$ cat src/rtl/lock_pkg.sv
// Shared definitions for the digital-lock blocks.
//   KEY_*         key codes produced by the 4x4 keypad decoder
//   ctrl_state_t  state encoding of pin_entry_controller
//   is_digit()    true for the numeric keys 0-9
package lock_pkg;

    localparam logic [3:0] KEY_STAR = 4'hF;
    localparam logic [3:0] KEY_HASH = 4'hE;
    localparam logic [3:0] KEY_A    = 4'hA;

    typedef enum logic [2:0] {
        ST_IDLE,
        ST_ENTRY,
        ST_CHECK,
        ST_OPEN,
        ST_PROG,
        ST_LOCKOUT
    } ctrl_state_t;

    function automatic logic is_digit(input logic [3:0] k);
        return k <= 4'd9;
    endfunction

endpackage

$ cat src/rtl/lock_timer.sv
// Down-counter shared by all timed states of the lock controller.
//   clk, reset  clock / synchronous active-high reset
//   load_val    value loaded on a load strobe
//   load        reload strobe (wins over counting)
//   en          high while the owner sits in a timed state
//   expired     counter reached 1 while enabled (last cycle of the period)
module lock_timer #(
    parameter int W = 16
) (
    input  logic         clk,
    input  logic         reset,
    input  logic [W-1:0] load_val,
    input  logic         load,
    input  logic         en,
    output logic         expired
);

    logic [W-1:0] cnt_q;

    always_ff @(posedge clk) begin
        if (reset)                    cnt_q <= '0;
        else if (load)                cnt_q <= load_val;
        else if (en && cnt_q != '0)   cnt_q <= cnt_q - 1'b1;
    end

    // Loading N makes the period exactly N cycles: N, N-1, ..., 1 -> expire.
    assign expired = en && (cnt_q == W'(1));

endmodule

$ cat src/rtl/pin_entry_controller.sv
// Digital-lock user flow: PIN entry, compare, unlock hold, PIN reprogramming
// and failed-attempt lockout, driven by one-cycle key events.
//   clk, reset   clock / synchronous active-high reset
//   key_value    key code (0-9, A-D, '#'=E, '*'=F), valid with key_valid
//   key_valid    one-cycle key event
//   lock_open    actuator drive, high in OPEN
//   alarm        high in LOCKOUT
//   prog_mode    high in PROG
//   digit_count  digits held in the entry buffer (saturates at PIN_LEN)
//   err_pulse    one-cycle pulse per rejected attempt
//   pin_changed  one-cycle pulse when a new PIN is stored
module pin_entry_controller
    import lock_pkg::*;
#(
    parameter int                   PIN_LEN     = 4,
    parameter logic [4*PIN_LEN-1:0] DEFAULT_PIN = 16'h1234,
    parameter int                   MAX_TRIES   = 3,
    parameter int                   TIMEOUT_CYC = 5000,
    parameter int                   OPEN_CYC    = 5000,
    parameter int                   LOCKOUT_CYC = 30000
) (
    input  logic       clk,
    input  logic       reset,
    input  logic [3:0] key_value,
    input  logic       key_valid,
    output logic       lock_open,
    output logic       alarm,
    output logic       prog_mode,
    output logic [3:0] digit_count,
    output logic       err_pulse,
    output logic       pin_changed
);

    localparam int PW   = 4 * PIN_LEN;
    localparam int TMAX = (TIMEOUT_CYC > OPEN_CYC)
                        ? ((TIMEOUT_CYC > LOCKOUT_CYC) ? TIMEOUT_CYC : LOCKOUT_CYC)
                        : ((OPEN_CYC > LOCKOUT_CYC) ? OPEN_CYC : LOCKOUT_CYC);
    localparam int TW   = $clog2(TMAX + 1);
    localparam int FW   = $clog2(MAX_TRIES + 1);

    localparam logic [3:0]    PL4    = 4'(PIN_LEN);
    localparam logic [FW-1:0] MT     = FW'(MAX_TRIES);
    localparam logic [TW-1:0] T_TO   = TW'(TIMEOUT_CYC);
    localparam logic [TW-1:0] T_OPEN = TW'(OPEN_CYC);
    localparam logic [TW-1:0] T_LOCK = TW'(LOCKOUT_CYC);

    ctrl_state_t   state_q, state_n;
    logic [PW-1:0] buf_q, buf_n, pin_q, pin_n;
    logic [3:0]    cnt_q, cnt_n;
    logic          ovl_q, ovl_n;
    logic [FW-1:0] fail_q, fail_n;
    logic          err_n, chg_n;
    logic          t_load, t_en, t_exp;
    logic [TW-1:0] t_val;
    logic          digit, full;

    assign digit = is_digit(key_value);
    assign full  = (cnt_q == PL4) && !ovl_q;
    assign t_en  = (state_q == ST_ENTRY) || (state_q == ST_PROG) ||
                   (state_q == ST_OPEN)  || (state_q == ST_LOCKOUT);

    lock_timer #(.W(TW)) u_timer (
        .clk      (clk),
        .reset    (reset),
        .load_val (t_val),
        .load     (t_load),
        .en       (t_en),
        .expired  (t_exp)
    );

    always_ff @(posedge clk) begin
        if (reset) begin
            state_q     <= ST_IDLE;
            buf_q       <= '0;
            cnt_q       <= '0;
            ovl_q       <= 1'b0;
            fail_q      <= '0;
            pin_q       <= DEFAULT_PIN;
            lock_open   <= 1'b0;
            alarm       <= 1'b0;
            prog_mode   <= 1'b0;
            err_pulse   <= 1'b0;
            pin_changed <= 1'b0;
        end else begin
            state_q     <= state_n;
            buf_q       <= buf_n;
            cnt_q       <= cnt_n;
            ovl_q       <= ovl_n;
            fail_q      <= fail_n;
            pin_q       <= pin_n;
            lock_open   <= (state_n == ST_OPEN);
            alarm       <= (state_n == ST_LOCKOUT);
            prog_mode   <= (state_n == ST_PROG);
            err_pulse   <= err_n;
            pin_changed <= chg_n;
        end
    end

    assign digit_count = cnt_q;

    always_comb begin
        state_n = state_q;
        buf_n   = buf_q;
        cnt_n   = cnt_q;
        ovl_n   = ovl_q;
        fail_n  = fail_q;
        pin_n   = pin_q;
        err_n   = 1'b0;
        chg_n   = 1'b0;
        t_load  = 1'b0;
        t_val   = '0;

        case (state_q)
            ST_IDLE: begin
                if (key_valid && digit) begin
                    buf_n   = PW'(key_value);
                    cnt_n   = 4'd1;
                    ovl_n   = 1'b0;
                    state_n = ST_ENTRY;
                end
            end

            // ENTRY and PROG share digit/STAR/timeout handling; expiry is
            // tested first so a coincident key is dropped.
            ST_ENTRY, ST_PROG: begin
                if (t_exp) begin
                    buf_n   = '0;
                    cnt_n   = '0;
                    ovl_n   = 1'b0;
                    state_n = ST_IDLE;
                end else if (key_valid) begin
                    t_load = 1'b1;
                    if (digit) begin
                        if (cnt_q < PL4) begin
                            buf_n = (buf_q << 4) | PW'(key_value);
                            cnt_n = cnt_q + 4'd1;
                        end else begin
                            ovl_n = 1'b1;
                        end
                    end else if (key_value == KEY_STAR) begin
                        buf_n = '0;
                        cnt_n = '0;
                        ovl_n = 1'b0;
                        if (state_q == ST_PROG) state_n = ST_IDLE;
                    end else if (key_value == KEY_HASH) begin
                        if (state_q == ST_ENTRY) begin
                            state_n = ST_CHECK;
                        end else begin
                            if (full) begin
                                pin_n = buf_q;
                                chg_n = 1'b1;
                            end else begin
                                err_n = 1'b1;
                            end
                            buf_n   = '0;
                            cnt_n   = '0;
                            ovl_n   = 1'b0;
                            state_n = ST_IDLE;
                        end
                    end
                end
            end

            ST_CHECK: begin
                buf_n = '0;
                cnt_n = '0;
                ovl_n = 1'b0;
                if (full && buf_q == pin_q) begin
                    fail_n  = '0;
                    state_n = ST_OPEN;
                end else begin
                    // fail_q < MAX_TRIES here, so the increment cannot wrap
                    err_n   = 1'b1;
                    fail_n  = fail_q + 1'b1;
                    state_n = (fail_n == MT) ? ST_LOCKOUT : ST_IDLE;
                end
            end

            ST_OPEN: begin
                if (t_exp) begin
                    state_n = ST_IDLE;
                end else if (key_valid) begin
                    if (key_value == KEY_HASH) begin
                        state_n = ST_IDLE;
                    end else if (key_value == KEY_A) begin
                        buf_n   = '0;
                        cnt_n   = '0;
                        ovl_n   = 1'b0;
                        state_n = ST_PROG;
                    end
                end
            end

            ST_LOCKOUT: begin
                if (t_exp) begin
                    fail_n  = '0;
                    state_n = ST_IDLE;
                end
            end

            default: state_n = ST_IDLE;
        endcase

        // Every state entry restarts the timer with that state's period.
        if (state_n != state_q) t_load = 1'b1;
        case (state_n)
            ST_ENTRY, ST_PROG: t_val = T_TO;
            ST_OPEN:           t_val = T_OPEN;
            ST_LOCKOUT:        t_val = T_LOCK;
            default:           t_val = '0;
        endcase
    end

endmodule
$ cat config.mk
export PLATFORM = sky130hd
export DESIGN_NAME = pin_entry_controller
export DESIGN_NICKNAME = d
export VERILOG_FILES = /design/src/rtl/lock_pkg.sv /design/src/rtl/lock_timer.sv /design/src/rtl/pin_entry_controller.sv
export SDC_FILE = /design/constraint.sdc
export NUM_CORES = 1
export LEC_CHECK = 0
export CAP_MARGIN = 20
export CORE_ASPECT_RATIO = 1.5
export CORE_MARGIN = 1
export CORE_UTILIZATION = 60
export DETAILED_ROUTE_END_ITERATION = 6
export GPL_TIMING_DRIVEN = 1
export PLACE_DENSITY = 0.84
export SLEW_MARGIN = 20
export SYNTH_ARGS = -nofsm -noshare
export SYNTH_HDL_FRONTEND = slang
export SYNTH_SLANG_ARGS = --single-unit
$ cat constraint.sdc
create_clock -name clk -period 2.54 [get_ports clk]
set_input_delay 0.254 -clock clk [delete_from_list [all_inputs] [get_ports clk]]
set_output_delay 0.254 -clock clk [all_outputs]
set_load 0.005 [all_outputs]
==> flow_metrics.tcl, run 1 <==
set metrics [dict create \
    top_layer "met4" \
    required_ns 2.81 \
    crit_path_end_kind "flip-flop" \
    fmax_mhz 424 \
    via_count 2633 \
    yosys.area.top_type_share_pct 39.4 \
    status "completed" \
    synth_flop_cell "dfxtp_1" \
    synth_warnings 0 \
    post-cts-setup-buffers 0 \
    yosys-top-cells-area "dfxtp_1, mux2i_1, xnor2_1" \
    rsz0062_at_grt "false" \
    p_per_area_nw_per_um2 708 \
    final_area_sq_um 3660 \
    fin_util_pct 74.2 \
    met1_length_mm 2.65 \
    ys_top_cells_by_count "dfxtp_1, nor2_1, xnor2_1, mux2i_1, nand2_1" \
    wl_met3_um 288 \
    ant_nets 0 \
    fillerInstances 372 \
    root_buffer "clkbuf_8" \
    port_buffers 15 \
    nets 395 \
    cts_resized 0 \
    critPathArrivalTime_ns 2.62 \
    worst-slew-pin-transition_ns 0.537 \
    clk_pin_slew_ns 0.06 \
    hpwl_mm 5.13 \
    ys_types 59 \
    syn_nets 366 \
    via_per_inst 5.81 \
    period_share_pct 92.8 \
    antenna_cells 0 \
    postSynthAreaPerCell_sq_um 8.92 \
    wl_mm 7.10 \
    dieHeight_um 90.8 \
    clk_path_buf_depth 2 \
    grt_max_degree 37 \
    fin_crit_ns 2.36 \
    std_cell_rows 31 \
    fp.coreArea_sq_um 4930 \
    route.detailed.drc 0 \
    holdCritPathClass "reg -> reg" \
    gp_congestion 0.981 \
    clk_latency_ns 0.35 \
    holdBufCountCts 0 \
    cts-buffers-inserted 9 \
    worstSetupPathType "reg -> reg" \
    drive_gt1_share_pct 12.4 \
    fin_skew_ns 0.00879 \
    synth_largest_area_cell "dfxtp_1" \
    antenna_found_initial 0 \
    start_kind "flip-flop" \
    synthArstFlopShare_pct 0 \
    grt_pass1_vias 2596 \
    syn-cell-area_sq_um 3150 \
    synth_seq_cells 62 \
    p_leak_nw 1.44 \
    grt_usage_pct 28.0 \
    cts_tree "built" \
    start_util_pct 64.0 \
    ir_drop_v 0.000552 \
    drt_iter0_drc 184 \
    pin_count 16 \
    maxSlewViolCount 0 \
    grt_overflow 0 \
    drv_cap 0 \
    synth_seq_area_share_pct 39.4 \
    max_slew_margin_pct 63.3 \
    areaGrowthSynthToFinish_pct 16.1 \
    grt_first_pass_wirelength_mm 11.5 \
    fin_tns_setup_ns 0 \
    drt-pass1-iter-count 4 \
    hold_viol 0 \
    fin_hold_ws_ns 0.479 \
    cts.htree.levels 3 \
    finalSetupViolations 0 \
    cts.sinks 62 \
    dieArea_sq_um 5550 \
    die_x_um 61.2 \
    wl_per_cell_um 15.7 \
    synth_edf_count 0 \
    netlist_instances 353 \
    synth.most_common_cell "dfxtp_1" \
    met2WireLength_mm 3.93 \
    dpl_cell_area_sq_um 3440 \
    path_max_fanout 15 \
]
==> worst max-delay path, cell delays in order, from the launching register on <==
cell       delay (ns)
dfxtp_1          0.35
inv_1            0.08
ha_1             0.17
nor3b_1          0.14
and4_4           0.26
a2111oi_0        0.45
o2bb2ai_2        0.13
nor4_4           0.19
nand2b_2         0.24
a211oi_1         0.25
==> final cells by class <==
class | count | area, sq um | share of cell area (%)
multi-input combinational | 265 | 1780 | 48.6
sequential | 62 | 1240 | 33.9
timing repair buffer | 34 | 305 | 8.35
clock buffer | 10 | 128 | 3.49
clock inverter | 6 | 86.3 | 2.36
tap | 66 | 82.6 | 2.26
inverter | 10 | 37.5 | 1.03
==> registers in the layout, summed over array words and instances (netlist names) <==
register	count
prog_mode	1
buf_q	16
err_pulse	1
lock_open	1
u_timer.cnt_q	15
alarm	1
pin_q	16
fail_q	2
state_q	3
pin_changed	1
digit_count	4
ovl_q	1
==> stage by stage <==
step                std cells  setup slack [ns]  power, mW
floorplan                 353             0.542       1.51
global placement          437             0.122       1.64
detailed placement        437            0.0471       1.65
CTS                       453             0.208       2.59
global route              453            0.0641       2.69
finish                    453             0.183       2.59
==> layout by cell type, fill, tap and decap left out, drive strengths merged, types with 3 or more instances in the layout <==
cell	synthesis	routed
nand2	24	24
a21oi	13	13
xor2	6	6
buf	9	19
xnor2	24	24
clkinv	0	3
nor2	54	54
nor3	14	14
nand4	8	8
and2	3	3
o21ai	12	12
mux2i	23	23
ha	6	6
inv	10	10
o2bb2ai	6	6
nor2b	4	4
a211o	7	7
clkdlybuf4s50	0	15
clkbuf	7	10
nand2b	4	4
nor4	7	7
and3	7	7
dfxtp	62	62
a211oi	3	3
and4	3	3
nand3	9	9
==> where the power goes <==
part | leakage [nW] | switching [mW] | internal, mW
Sequential | 0.502 | 0.0716 | 1.03
Combinational | 0.828 | 0.297 | 0.253
Clock | 0.106 | 0.391 | 0.550
==> final timing paths <==
check | slack (ns) | from | cells past startpoint | end
worst max-delay path | 0.18 | u_timer.cnt_q[1] | 9 | u_timer.cnt_q[1]
worst min-delay path | 0.48 | digit_count[3] | 2 | digit_count[3]
worst max register to register | 0.18 | u_timer.cnt_q[1] | 9 | u_timer.cnt_q[1]
worst min register to register | 0.48 | digit_count[3] | 2 | digit_count[3]
==> metal layers <==
layer / vias up / global-route usage [%]
met1: 1233 / 27.4
met2: 71 / 49.7
li1: 1302 / -
met5: - / 0
met4: 0 / 17.4
met3: 27 / 6.45
==> kinds of logic after synthesis <==
family	share of synthesized area [%]
xor gates and xnor gates	8.34
buffers and inverters	4.21
AOI/OAI and AO/OA	13.2
muxes	7.31
DFF	39.4
adders and majority gates	2.38
and+or+nand+nor	25.1
(Power assumes the default switching activity.)
==> run 2: changes to the inputs <==
--- a/config.mk
+++ b/config.mk
@@ -12,7 +12,6 @@
 export DETAILED_ROUTE_END_ITERATION = 6
 export GPL_TIMING_DRIVEN = 1
 export PLACE_DENSITY = 0.84
-export SLEW_MARGIN = 20
 export SYNTH_ARGS = -nofsm -noshare
 export SYNTH_HDL_FRONTEND = slang
 export SYNTH_SLANG_ARGS = --single-unit
==> results of run 2 <==
No change in the layout: final DEF, timing and power equal those of run 1.
==> run 3: changes to the inputs <==
--- a/config.mk
+++ b/config.mk
@@ -8,10 +8,10 @@
 export CAP_MARGIN = 20
 export CORE_ASPECT_RATIO = 1.5
 export CORE_MARGIN = 1
-export CORE_UTILIZATION = 60
+export CORE_UTILIZATION = 55
 export DETAILED_ROUTE_END_ITERATION = 6
-export GPL_TIMING_DRIVEN = 1
-export PLACE_DENSITY = 0.84
+export GPL_TIMING_DRIVEN = 0
+export PLACE_DENSITY = 0.78
 export SYNTH_ARGS = -nofsm -noshare
 export SYNTH_HDL_FRONTEND = slang
 export SYNTH_SLANG_ARGS = --single-unit
==> run 3 against run 2 <==
  * Critical path depth shrank 2
  * Sequential power is essentially flat
  * First-iteration DRC count shrank 22%
  * Sequential share of layout area grew 0.60 points
  * Worst setup slack lost 0.052 ns
  * Via count grew 0.19%
  * Cell area shrank 1.7%
  * Global-route usage shrank 1.7 points
==> flow_metrics.tcl, run 3 (synthesis gave the netlist of run 1 again) <==
set metrics [dict create \
    holdCritPathClass "in -> reg" \
    p_leak_nw 1.39 \
    maxSlewViolCount 0 \
    final_common_cell "dfxtp_1" \
    dp_cells 436 \
    rsz0062_at_grt "false" \
    rr_worst_depth 7 \
    areaGrowthSynthToFinish_pct 14.1 \
    fin_skew_ns 0.0108 \
    via_per_inst 5.84 \
    cts-buffers-inserted 9 \
    route.detailed.drc 0 \
    fmax_mhz 415 \
    nets 390 \
    cts.htree.levels 3 \
    hold_depth 2 \
    drv_cap 0 \
    clk_pin_slew_ns 0.08 \
    drive_gt1_share_pct 10.7 \
    holdBufCountCts 0 \
    top_regs "buf_q: 16 flops, pin_q: 16 flops, u_timer.cnt_q: 15 flops" \
    status "completed" \
    hold_viol 0 \
    wl_per_cell_um 16.0 \
    path_max_fanout 10 \
    p_per_area_nw_per_um2 701 \
    r2r-start "u_timer.cnt_q[10]" \
    required_ns 2.82 \
    hpwl_mm 5.40 \
    pin_count 16 \
    fillerInstances 463 \
    drt-pass1-iter-count 4 \
    grt_usage_pct 26.3 \
    worstHoldStart "reset" \
    max_slew_margin_pct 58.4 \
    drt_iter0_drc 143 \
    std_cell_rows 33 \
    rr_endpoint "u_timer.cnt_q[7]" \
    most-common-layout-cells "dfxtp_1, nor2_1, xnor2_1" \
    cts.sinks 62 \
    die_x_um 63.8 \
    start_util_pct 57.4 \
    critPathArrivalTime_ns 2.69 \
    worst-slew-pin-transition_ns 0.617 \
    via_count 2638 \
    port_buffers 13 \
    wl_mm 7.25 \
    ir_drop_v 0.000571 \
    fin_util_pct 65.4 \
    fin_hold_ws_ns 0.316 \
    finalSetupViolations 0 \
    fin_crit_ns 2.41 \
    fp.coreArea_sq_um 5490 \
    clk_path_buf_depth 2 \
    stdcell_count 452 \
    grt_max_degree 12 \
    root_buffer "clkbuf_8" \
    dieArea_sq_um 6040 \
    dieHeight_um 94.7 \
    grt_overflow 0 \
    worstSetupPathType "reg -> reg" \
    antenna_found_initial 0 \
    period_share_pct 94.8 \
    grt_pass1_vias 2695 \
    cts_tree "built" \
    gp_congestion 0.908 \
    antenna_cells 0 \
    start_kind "flip-flop" \
    r2r_setup_slack_ns 0.13 \
    crit_path_end_kind "flip-flop" \
    grt_first_pass_wirelength_mm 12.0 \
    clk_latency_ns 0.35 \
    min_to "fail_q[1]" \
    ant_nets 0 \
]
## run 3: changes by cell type in the layout (fill, tap and decap cells not counted), moves of 2 or more
| cell | change |
|---|---|
| clkdlybuf4s50_1 | -2 |
| clkbuf_1 | +5 |
| buf_6 | +3 |
| buf_2 | +3 |
| nor3_1 | -2 |
| clkbuf_8 | +2 |
| buf_4 | -16 |
## run 3: worst max-delay path by stage
stage / to / from / slack [ns]
2_1_floorplan: pin_q[13] / u_timer.cnt_q[1] / 0.54
3_3_place_gp: buf_q[10] / key_value[2] / -0.08
3_5_place_dp: buf_q[12] / key_value[2] / -0.12
4_1_cts: pin_q[13] / u_timer.cnt_q[1] / 0.05
5_1_grt: buf_q[12] / u_timer.cnt_q[10] / 0.04
6_report: u_timer.cnt_q[7] / u_timer.cnt_q[10] / 0.13
## run 3: repair_timing
| action | CTS | global route |
|---|---|---|
| setup endpoints to repair | 0 | 12 |
| setup buffers | 0 | 0 |
| gates resized for setup | 0 | 3 |
## run 3: area by class of cell
class	instances	area (sq um)	share of cell area, %
Inverter	10	37.5	1.04
Multi-Input combinational cell	265	1790	49.9
Tap cell	70	87.6	2.44
Clock buffer	11	151	4.21
Timing Repair Buffer	13	130	3.62
Sequential cell	62	1240	34.5
Buffer	16	95.1	2.65
Clock inverter	5	57.6	1.60
## run 3: through the flow
stage	setup slack (ns)	instance area [sq um]	TNS (ns)	total power, mW
floorplan	0.542	3150	0	1.51
global placement	-0.0768	3370	-0.949	1.62
detailed placement	-0.120	3370	-1.73	1.63
CTS	0.0534	3580	0	2.53
global route	0.0354	3590	0	2.64
finish	0.131	3590	0	2.52
## run 3: critical path, cell delays in order (launching register included)
cell and delay [ns]:
dfxtp_1 0.36, nor4_2 0.51, and4_4 0.36, buf_6 0.16
nor2_1 0.06, a31oi_1 0.38, mux2i_1 0.36, o2bb2ai_1 0.15
## run 3: power by group
part | switching, mW | internal [mW] | total [mW]
logic | 0.296 | 0.228 | 0.524
registers | 0.0668 | 1.03 | 1.09
clock network | 0.393 | 0.506 | 0.899
total | 0.756 | 1.76 | 2.52
## run 3: per-layer routing
layer,track usage (%),routed length (um),share of wire [%],vias to the layer above
li1,-,-,-,1298
met1,24.1,2710,37,1264
met2,51.3,4040,56,47
met3,5.31,200,2.8,29
met4,17.0,301,4.1,0
met5,0,0,0,-
